## src/rtl/fetch_unit.sv

```systemverilog
// Instruction fetch stage: in-order word reads to a variable-latency memory,
// buffered in a prefetch FIFO, flushed and restarted on a control-flow redirect.
module fetch_unit #(
    parameter int unsigned DEPTH    = 4,
    parameter logic [31:0] RESET_PC = 32'h0
) (
    input  logic        clock,
    input  logic        reset,
    output logic        mem_req_valid_o,
    output logic [31:0] mem_req_addr_o,
    input  logic        mem_req_ready_i,
    input  logic        mem_rsp_valid_i,
    input  logic [31:0] mem_rsp_data_i,
    input  logic        redirect_i,
    input  logic [31:0] redirect_pc_i,
    output logic        inst_valid_o,
    output logic [31:0] inst_o,
    output logic [31:0] inst_pc_o,
    input  logic        inst_ready_i
);

    localparam int unsigned PW = $clog2(DEPTH);
    localparam int unsigned CW = $clog2(DEPTH + 1);
    localparam logic [CW:0] DEPTH_C = (CW + 1)'(DEPTH);

    typedef logic [PW-1:0] ptr_t;
    typedef logic [CW-1:0] cnt_t;

    logic [31:0] fetch_pc;
    cnt_t        fifo_count;
    cnt_t        outstanding;
    cnt_t        discard;
    ptr_t        fifo_rd;
    ptr_t        fifo_wr;
    ptr_t        pcq_rd;
    ptr_t        pcq_wr;
    logic [31:0] fifo_data [DEPTH];
    logic [31:0] fifo_pc   [DEPTH];
    logic [31:0] pcq       [DEPTH];
    logic [CW:0] in_use;
    logic        issue;
    logic        rsp;
    logic        push;
    logic        pop;
    logic [1:0]  unused_pc_bits;

    assign unused_pc_bits = redirect_pc_i[1:0];

    // Credit check, handshake qualifiers and FIFO head presentation.
    always_comb begin
        in_use          = {1'b0, fifo_count} + {1'b0, outstanding};
        mem_req_valid_o = !reset && !redirect_i && (in_use < DEPTH_C);
        mem_req_addr_o  = fetch_pc;
        issue           = mem_req_valid_o && mem_req_ready_i;
        rsp             = mem_rsp_valid_i && (outstanding != '0);
        push            = rsp && (discard == '0) && !redirect_i;
        inst_valid_o    = (fifo_count != '0);
        pop             = inst_valid_o && inst_ready_i;
        inst_o          = inst_valid_o ? fifo_data[fifo_rd] : '0;
        inst_pc_o       = inst_valid_o ? fifo_pc[fifo_rd] : '0;
    end

    // Fetch address: redirect wins, otherwise advance on an accepted request.
    always_ff @(posedge clock or posedge reset) begin
        if (reset) begin
            fetch_pc <= RESET_PC;
        end else if (redirect_i) begin
            fetch_pc <= {redirect_pc_i[31:2], 2'b00};
        end else if (issue) begin
            fetch_pc <= fetch_pc + 32'd4;
        end
    end

    // In-flight bookkeeping; outstanding already includes responses owed to
    // earlier redirects, so on a new redirect everything still in flight is stale.
    always_ff @(posedge clock or posedge reset) begin
        if (reset) begin
            outstanding <= '0;
            discard     <= '0;
            pcq_rd      <= '0;
            pcq_wr      <= '0;
        end else begin
            outstanding <= outstanding + cnt_t'(issue) - cnt_t'(rsp);
            if (issue) begin
                pcq_wr <= pcq_wr + ptr_t'(1);
            end
            if (rsp) begin
                pcq_rd <= pcq_rd + ptr_t'(1);
            end
            if (redirect_i) begin
                discard <= outstanding - cnt_t'(rsp);
            end else if (rsp && (discard != '0)) begin
                discard <= discard - cnt_t'(1);
            end
        end
    end

    // Prefetch FIFO occupancy and pointers; a redirect empties it.
    always_ff @(posedge clock or posedge reset) begin
        if (reset) begin
            fifo_count <= '0;
            fifo_rd    <= '0;
            fifo_wr    <= '0;
        end else if (redirect_i) begin
            fifo_count <= '0;
            fifo_rd    <= '0;
            fifo_wr    <= '0;
        end else begin
            fifo_count <= fifo_count + cnt_t'(push) - cnt_t'(pop);
            if (push) begin
                fifo_wr <= fifo_wr + ptr_t'(1);
            end
            if (pop) begin
                fifo_rd <= fifo_rd + ptr_t'(1);
            end
        end
    end

    // Storage for request pcs and returned {instruction, pc} pairs.
    always_ff @(posedge clock) begin
        if (issue) begin
            pcq[pcq_wr] <= fetch_pc;
        end
        if (push) begin
            fifo_data[fifo_wr] <= mem_rsp_data_i;
            fifo_pc[fifo_wr]   <= pcq[pcq_rd];
        end
    end

    // The memory may only answer requests it was given.
    a_rsp_owed: assert property (
        @(posedge clock) disable iff (reset)
        mem_rsp_valid_i |-> (outstanding != '0));

    // Credits keep buffered plus in-flight words within the FIFO size.
    a_credit: assert property (
        @(posedge clock) disable iff (reset)
        in_use <= DEPTH_C);

endmodule
```

## config.mk

```make
export PLATFORM = sky130hd
export DESIGN_NAME = fetch_unit
export DESIGN_NICKNAME = d
export VERILOG_FILES = /design/src/rtl/fetch_unit.sv
export SDC_FILE = /design/constraint.sdc
export NUM_CORES = 1
export LEC_CHECK = 0
export BUFFER_PORTS_ARGS = -buffer_cell sky130_fd_sc_hd__buf_2
export CORE_MARGIN = 2
export CORE_UTILIZATION = 35
export DETAILED_ROUTE_END_ITERATION = 10
export SLEW_MARGIN = 20
export SYNTH_ARGS = -nofsm -noshare
export SYNTH_HDL_FRONTEND = slang
export SYNTH_SLANG_ARGS = --single-unit
```

## constraint.sdc

```tcl
create_clock -name clock -period 2.79 [get_ports clock]
set_input_delay 0.4185 -clock clock [delete_from_list [all_inputs] [get_ports clock]]
set_output_delay 0.4185 -clock clock [all_outputs]
set_load 0.02 [all_outputs]
```

# ---- Word-level counts from Yosys, hierarchy flattened
# Memory sizes are Yosys's and may differ from the RTL's.
# Cells that the tools add are included.
dict set report totals {
  word_cells 57
  input_bits 70
  ramBits 384
  n_memories 3
  register_bits 49
  out_inout_bits 98
}
dict set report classes {
  addsub 12
  mux 15
  order_cmp 1
  n_reduce_logical 18
}
# name depth width rd rd_clocked_by_memory_dff write_ports line_no
set memory_table {}
lappend memory_table {fifo_data 4 32 1 0 1 37} ;# logic [31:0] fifo_data [DEPTH];
lappend memory_table {fifo_pc 4 32 1 0 1 38} ;# logic [31:0] fifo_pc [DEPTH];
lappend memory_table {pcq 4 32 1 0 1 39} ;# logic [31:0] pcq [DEPTH];
# cell n
set op_table {}
lappend op_table {{32-bit two-way mux} 4}
lappend op_table {{32-bit by 3-bit adder with 32-bit output, second input constant} 1}
lappend op_table {{3-bit two-way mux} 3}
lappend op_table {{3-bit nonzero test} 3}
lappend op_table {{3-bit by 1-bit subtractor with 3-bit output} 3}
lappend op_table {{2-bit by 1-bit adder with 2-bit output, second input constant} 4}
lappend op_table {{1-bit logical AND} 8}
lappend op_table {{2-bit two-way mux} 4}
lappend op_table {{2-bit nonzero test} 4}
lappend op_table {{3-bit by 1-bit adder with 3-bit output} 2}
lappend op_table {{3-bit by 3-bit adder with 4-bit output} 1}
lappend op_table {{4-bit by 3-bit < comparator with 1-bit output, second input constant} 1}
lappend op_table {{1-bit two-way mux} 4}
lappend op_table {{3-bit logical NOT} 1}
lappend op_table {{3-bit by 1-bit subtractor with 3-bit output, second input constant} 1}
lappend op_table {{1-bit logical NOT} 2}

# ---- Logic depth before layout (Yosys ltp)
# Gate-level depths: netlist of the first run.
dict set report depth {
  depth_word 7
  mapped_depth 14
  mapped_depth_nobuf 12
}

# ---- Least setup slack after synthesis of the first run
# No wires, ideal clock.
dict set report synth_timing {
  path_type {flip-flop to flip-flop}
  from {register outstanding[1]}
  to {memory fifo_data[0][0], enable pin}
  path_buffers 0
  synth_period_minus_slack_ns 3.044
  required_ns 2.363
  stages_incl_launch_ff 6
  t_arrival_ns 2.618
  setup_time_ns 0.427
  slack_ns -0.254
  cell_sequence {dfrtp_1 > o31ai_1 > inv_1 > and3_1 > nor2b_1 > and2_1}
}
dict set report synth_between {
  elab_chain_len 6
}
# item line_no
set synth_rtl {}
lappend synth_rtl {{from (decl)} 31} ;# cnt_t outstanding;
lappend synth_rtl {{from (signal assigned)} 83} ;# outstanding <= outstanding + cnt_t'(issue) - cnt_t'(rsp);
lappend synth_rtl {{3-bit nonzero test} 55} ;# rsp = mem_rsp_valid_i && (outstanding != '0);
lappend synth_rtl {{1-bit logical AND} 55}
lappend synth_rtl {{net rsp} 42} ;# logic rsp;
lappend synth_rtl {{1-bit logical AND (2 in a row)} 56} ;# push = rsp && (discard == '0) && !redirect_i;
lappend synth_rtl {{1-bit two-way mux} 124} ;# if (push) begin
lappend synth_rtl {{1-bit two-way mux (implied by the code)} 125} ;# fifo_data[fifo_wr] <= mem_rsp_data_i;
lappend synth_rtl {{to (decl)} 37}
# The timed path passes the listed nets, and every way through them passes these cells.

# ---- Worst setup path after layout of the first run
dict set report layout_timing {
  from {register fifo_rd[0]}
  to {output port inst_o[2]}
}
dict set report layout_between {
  elab_chain_len 2
}
# item line_no
set layout_rtl {}
lappend layout_rtl {{from (decl)} 33} ;# ptr_t fifo_rd;
lappend layout_rtl {{from (signal assigned)} 114} ;# fifo_rd <= fifo_rd + ptr_t'(1);
lappend layout_rtl {{memory read 4 x 32 bit} --}
lappend layout_rtl {{32-bit two-way mux} 59} ;# inst_o = inst_valid_o ? fifo_data[fifo_rd] : '0;
lappend layout_rtl {{to (decl)} 17} ;# output logic [31:0] inst_o,
# Every way passes these cells.

==> results of run 1 <==
path summary, 6_finish.rpt:
check	startpoint	end	slack (ns)	cells past startpoint
worst max-delay path	fifo_rd[0]$_DFFE_PP0P_	inst_o[2]	0.13	4
max in group asynchronous	reset	mem_req_addr_o[31]$_DFFE_PP0P_	1.74	4
min in group asynchronous	reset	mem_req_addr_o[22]$_DFFE_PP0P_	0.48	3
worst min-delay path	redirect_pc_i[20]	mem_req_addr_o[20]$_DFFE_PP0P_	0.06	3
worst max register to register	outstanding[1]$_DFF_PP0_	fifo_count[2]$_DFF_PP0_	0.21	12
worst min register to register	outstanding[0]$_DFF_PP0_	outstanding[0]$_DFF_PP0_	0.59	1
area by class of cell:
type | count | share of cell area [%]
clock buffer | 58 | 6.03
clock inverter | 23 | 1.01
inverter | 22 | 0.413
multi-input combinational | 410 | 20.9
sequential | 415 | 61.2
tap | 615 | 3.85
timing repair buffer | 199 | 6.61
metal layers:
metal	up-vias	GRT usage, %
li1	3931	-
met1	4589	20.5
met2	256	24.1
met3	57	3.31
met4	2	4.74
met5	-	0
flip-flops by register name (all words and copies together) (netlist names):
signal	cells
fifo_data	128
fifo_pc	120
pcq	120
mem_req_addr_o	30
discard	3
fifo_count	3
outstanding	3
fifo_rd	2
fifo_wr	2
pcq_rd	2
pcq_wr	2
power breakdown:
group	internal [W]	switching, W
sequential	0.00744	0.000329
clock	0.00333	0.00235
combinational	0.00203	0.00266
total	0.0128	0.00533
stage by stage:
| stage | instance area [µm²] | total power, W | setup WS [ns] | std cells | utilization (%) |
|---|---|---|---|---|---|
| 2_1_floorplan | 16700 | 0.0110 | 0.125 | 894 | - |
| 3_3_place_gp | 18500 | 0.0126 | 0.241 | 1658 | 39.1 |
| 6_report | 20000 | 0.0181 | 0.127 | 1742 | 42.1 |
| 3_5_place_dp | 18500 | 0.0127 | 0.143 | 1658 | 39.1 |
| 4_1_cts | 20000 | 0.0185 | 0.0651 | 1742 | 42.1 |
| 5_1_grt | 20000 | 0.0190 | 0.0180 | 1742 | 42.1 |
cell usage in the layout, fill, tap and decap left out, types with 8 or more instances in the layout:
cell type,instances
dfrtp_1,44
mux4_2,92
clkbuf_1,11
ha_1,19
xnor2_1,10
clkbuf_16,46
buf_2,161
nand4_1,9
clkinv_1,8
buf_12,16
edfxtp_1,368
nand2_1,48
o21ai_0,26
nand3_1,15
nor2_1,21
and2_1,69
buf_4,18
inv_1,20
worst min-delay path, delay by kind of cell:
| kind | cells | cell delay (ns) |
|---|---|---|
| simple gates | 2 | 0.11 |
| buf+inv | 1 | 0.08 |
cells by family (layout without fill, tap and decap cells):
logic type	Yosys count	after routing	share of synthesized area, %
AND/OR/NAND/NOR	205	205	6.98
XOR/XNOR	14	14	0.734
AO/OA/AOI/OAI	68	68	2.73
other	1	4	0.0224
adder cells (fa/ha/maj)	21	21	1.66
multiplexers	98	98	12.8
flip-flops	415	415	73.1
buffers and inverters	69	302	1.95
repair_timing:
item                                    in CTS  in global routing
setup buffers                                2                  0
endpoints found under the hold margin       22                  0
hold buffers                                 1                  0
gates resized for setup                      3                  0
endpoints found under the setup margin      50                  0
==> results_dict.tcl, run 1 <==
set metrics [dict create \
    arrival_ns 2.24 \
    die_y_um 223 \
    p_leak_nw 6.96 \
    dr.pass1.iters 5 \
    synth_cell_types 52 \
    cts-root-buf "clkbuf_16" \
    yosysMostFrequentCell "edfxtp_1" \
    path_class "flop to output pin" \
    wl_met1_um 15900 \
    clk_latency_ns 0.57 \
    slew_viol_final 0 \
    netlist_instances 891 \
    clk_path_buf_depth 3 \
    slew_headroom_pct 48.8 \
    timing.hold.ws_ns 0.0633 \
    fin_crit_ns 2.66 \
    topRoutingLayerUsed "met5" \
    layout.nets 1184 \
    yosysWarnings 0 \
    fin_setup_tns_ns 0 \
    grt.total_usage_pct 15.0 \
    seq_area_frac_synth_pct 73.1 \
    syn_area_per_cell_um2 18.8 \
    synth_edf_count 368 \
    hold_viol_final 0 \
    chipWidth_um 223 \
    grt_pass1_vias 8999 \
    place_congestion 0.799 \
    cts_tree "built" \
    clock.fmax_mhz 375 \
    wl_met2_um 18000 \
    die-area_um2 49500 \
    grt_start_max_net_pins 64 \
    status "complete, no violations" \
    path_buf_inv 2 \
    worst_path_dominant_cell_family "multiplexers" \
    grt_pass1_wl_um 55800 \
    antennaDiodeCount 0 \
    start_util_pct 35.2 \
    vias_per_cell 5.07 \
    cts_made_buffers 45 \
    port_buffers 161 \
    holdCritPathClass "input port to flop" \
    drt-total-wl_um 36800 \
    synth_top_area_cell "edfxtp_1" \
    synthesis.area_um2 16700 \
    cp_max_fo 28 \
    crit_path_start_kind "flop" \
    antenna_found_initial 1 \
    wl_met3_um 2100 \
    clock-sinks 415 \
    seq_area_um2 12200 \
    power.density_nw_per_um2 907 \
    fin_crit_sh_pct 95.5 \
    layout-drive-gt1-share_pct 33.3 \
    clk_pin_slew_ns 0.06 \
    rows 80 \
    drt-initial-drc-count 647 \
    cp_slowest_stage_delay_ns 0.54 \
    antenna_left 0 \
    vdd_drop_max_mv 0.390 \
    ys_ff_latch 415 \
    cts_htree_levels 2 \
    synth_top_area_share_pct 66.1 \
    grt-ovfl-total 0 \
    areaGrowthSynthToFinish_pct 19.6 \
    drv_cap 0 \
    dominantRegCellSynth "edfxtp_1" \
    rsz0062_at_grt "no" \
    multiInputGateArea_um2 4180 \
    io-pin-count 168 \
    core-area_um2 47400 \
    yosys-top-cells-count "edfxtp_1 (368), mux4_2 (92), and2_1 (73)" \
    cp_slowest_cell "mux4_2" \
    fin_skew_ns 0.0237 \
    fillers 4222 \
    end_kind "output pin" \
    wire_per_inst_um 21.1 \
    async_flop_share_pct 11.3 \
    cp.required_ns 2.37 \
    synth_area_leaders "edfxtp_1 (66%), mux4_2 (12%), dfrtp_1 (7.0%), and2_1 (2.7%), ha_1 (1.4%)" \
    hpwl_um 22800 \
    setup_viol 0 \
    routed-via-count 8835 \
    worst_pin_slew_ns 0.767 \
    drc_errors 0 \
    cp_cell_sequence "buf_16, mux4_2, and2_1, buf_2" \
]
No activity file was read; power rests on OpenSTA's default activity.
==> inputs of run 2 (changes only) <==
--- a/config.mk
+++ b/config.mk
@@ -5,10 +5,10 @@
 export SDC_FILE = /design/constraint.sdc
 export NUM_CORES = 1
 export LEC_CHECK = 0
-export BUFFER_PORTS_ARGS = -buffer_cell sky130_fd_sc_hd__buf_2
 export CORE_MARGIN = 2
 export CORE_UTILIZATION = 35
 export DETAILED_ROUTE_END_ITERATION = 10
+export DONT_BUFFER_PORTS = 1
 export SLEW_MARGIN = 20
 export SYNTH_ARGS = -nofsm -noshare
 export SYNTH_HDL_FRONTEND = slang
==> run 2 against run 1 <==
Effect of this change: sequential power hardly changed; global-route usage is 0.21 points higher; utilization shrank 0.23 points; first-iteration DRC count down 19%; non-clock buffer count decreased by 93; routed wire length is 0.72% higher; flip-flop and latch count unchanged; critical endpoint is now inst_pc_o[3]; critical path depth shrank 1; fmax fell by 0.36%; cell count down 5.5%.
==> results_dict.tcl, run 2 (synthesis gave the netlist of run 1 again) <==
set metrics [dict create \
    status "complete, no violations" \
    fin_crit_sh_pct 95.8 \
    start_util_pct 35.2 \
    dr.pass1.iters 4 \
    layout.nets 1089 \
    grt-ovfl-total 0 \
    clock-sinks 415 \
    dp_cells 1511 \
    antenna_found_initial 4 \
    clk_pin_slew_ns 0.06 \
    layout-drive-gt1-share_pct 22.7 \
    arrival_ns 2.25 \
    min_from "redirect_i" \
    cp_cell_sequence "buf_16, mux4_2, and2_1" \
    vdd_drop_max_mv 0.582 \
    crit_path_start_kind "flop" \
    largest_registers "fifo_data x128, fifo_pc x120, pcq x120" \
    drt-initial-drc-count 522 \
    worst_path_dominant_cell_family "multiplexers" \
    cts_htree_levels 2 \
    hold_viol_final 0 \
    areaGrowthSynthToFinish_pct 19.0 \
    cp_max_fo 35 \
    grt_pass1_wl_um 55700 \
    path_buf_inv 1 \
    chipWidth_um 223 \
    slew_viol_final 0 \
    io-pin-count 168 \
    cts_tree "built" \
    place_congestion 0.810 \
    timing.hold.ws_ns 0.0338 \
    core-area_um2 47400 \
    fin_cells 1646 \
    antenna_left 0 \
    rsz0062_at_grt "no" \
    drc_errors 0 \
    drv_cap 0 \
    clk_latency_ns 0.56 \
    final_cell_mix "edfxtp_1 (368), mux4_2 (92), and2_1 (68)" \
    power.density_nw_per_um2 914 \
    slew_headroom_pct 43.6 \
    hpwl_um 22800 \
    grt_pass1_vias 8747 \
    holdCritPathClass "input port to flop" \
    grt_start_max_net_pins 64 \
    cp_slowest_cell "mux4_2" \
    die-area_um2 49500 \
    routed-via-count 8397 \
    wire_per_inst_um 22.5 \
    cp_slowest_stage_delay_ns 0.61 \
    cts-root-buf "clkbuf_16" \
    rows 80 \
    clock.fmax_mhz 374 \
    port_buffers 0 \
    drt-total-wl_um 37100 \
    cts_made_buffers 43 \
    cp.required_ns 2.37 \
    utilization_pct 41.9 \
    top_register "fifo_data" \
    die_y_um 223 \
    p_leak_nw 6.59 \
    vias_per_cell 5.10 \
    rr_startpoint "outstanding[1]$_DFF_PP0_" \
    fin_crit_ns 2.67 \
    setup_viol 0 \
    final_common_cell "edfxtp_1" \
    worst_pin_slew_ns 0.843 \
    fin_skew_ns 0.0124 \
    largest_register_ff_count 128 \
    clk_path_buf_depth 3 \
    crit_start "fifo_rd[0]$_DFFE_PP0P_" \
    path_class "flop to output pin" \
    end_kind "output pin" \
    grt.total_usage_pct 15.2 \
]
## run 2: cell count changes in the layout (fill, tap and decap cells not counted), moves of 3 or more
cell           previous run  this run
and2_2                    4         1
buf_4                    18        39
buf_2                   161         0
and2_4                    0         4
clkbuf_1                 11         6
diode_2                   0         4
buf_12                   16        10
clkinv_1                  8         2
dlygate4sd3_1             1        54
bufinv_16                 3         9
## run 2: area by class of cell
class / count / area [µm²]
Fill cell: 4194 / 27600
Sequential cell: 415 / 12200
Multi-Input combinational cell: 410 / 4190
Clock buffer: 51 / 1150
Timing Repair Buffer: 106 / 1100
Tap cell: 615 / 769
Clock inverter: 23 / 355
Inverter: 22 / 82.6
Antenna cell: 4 / 10.0
## run 2: where the power goes
part / switching (W) / leakage (nW) / internal [W]
Combinational: 0.00260 / 1.98 / 0.00175
Sequential: 0.000309 / 3.89 / 0.00744
Clock: 0.00231 / 0.725 / 0.00377
Total: 0.00522 / 6.59 / 0.0130
## run 2: path summary, 6_finish.rpt
path	endpoint	cells past startpoint	slack [ns]
worst min register to register	outstanding[0]$_DFF_PP0_	1	0.57
max in group asynchronous	fifo_rd[1]$_DFFE_PP0P_	3	1.81
min in group asynchronous	fifo_count[0]$_DFF_PP0_	2	0.34
worst min-delay path	discard[0]$_DFFE_PP0P_	2	0.03
worst max register to register	fifo_count[2]$_DFF_PP0_	12	0.21
worst max-delay path	inst_pc_o[3]	3	0.12
## run 2: timing repair
| item | in CTS | in global routing |
|---|---|---|
| gates resized for setup | 1 | 3 |
| buffers inserted | 0 | 2 |
| hold buffers | 55 | 0 |
| hold endpoints to repair | 174 | 0 |
| endpoints found under the setup margin | 3 | 10 |
## run 2: per-layer routing
layer	global-route usage (%)	vias up	routed length (µm)	share of wire (%)
met1	19.6	4348	15600	42
met5	0	-	15	0.040
li1	-	3735	-	-
met2	24.9	253	17900	48
met3	4.62	59	2560	6.9
met4	4.55	2	1060	2.9
## run 2: per-stage QoR
stage	instance area (µm²)	worst slack (ns)	power (W)	TNS, ns
3_5_place_dp	17800	0.239	0.0122	0
5_1_grt	19900	0.0311	0.0190	0
3_3_place_gp	17800	0.216	0.0121	0
4_1_cts	19800	-0.0105	0.0185	-0.0182
2_1_floorplan	16700	0.125	0.0110	0
6_report	19900	0.117	0.0182	0
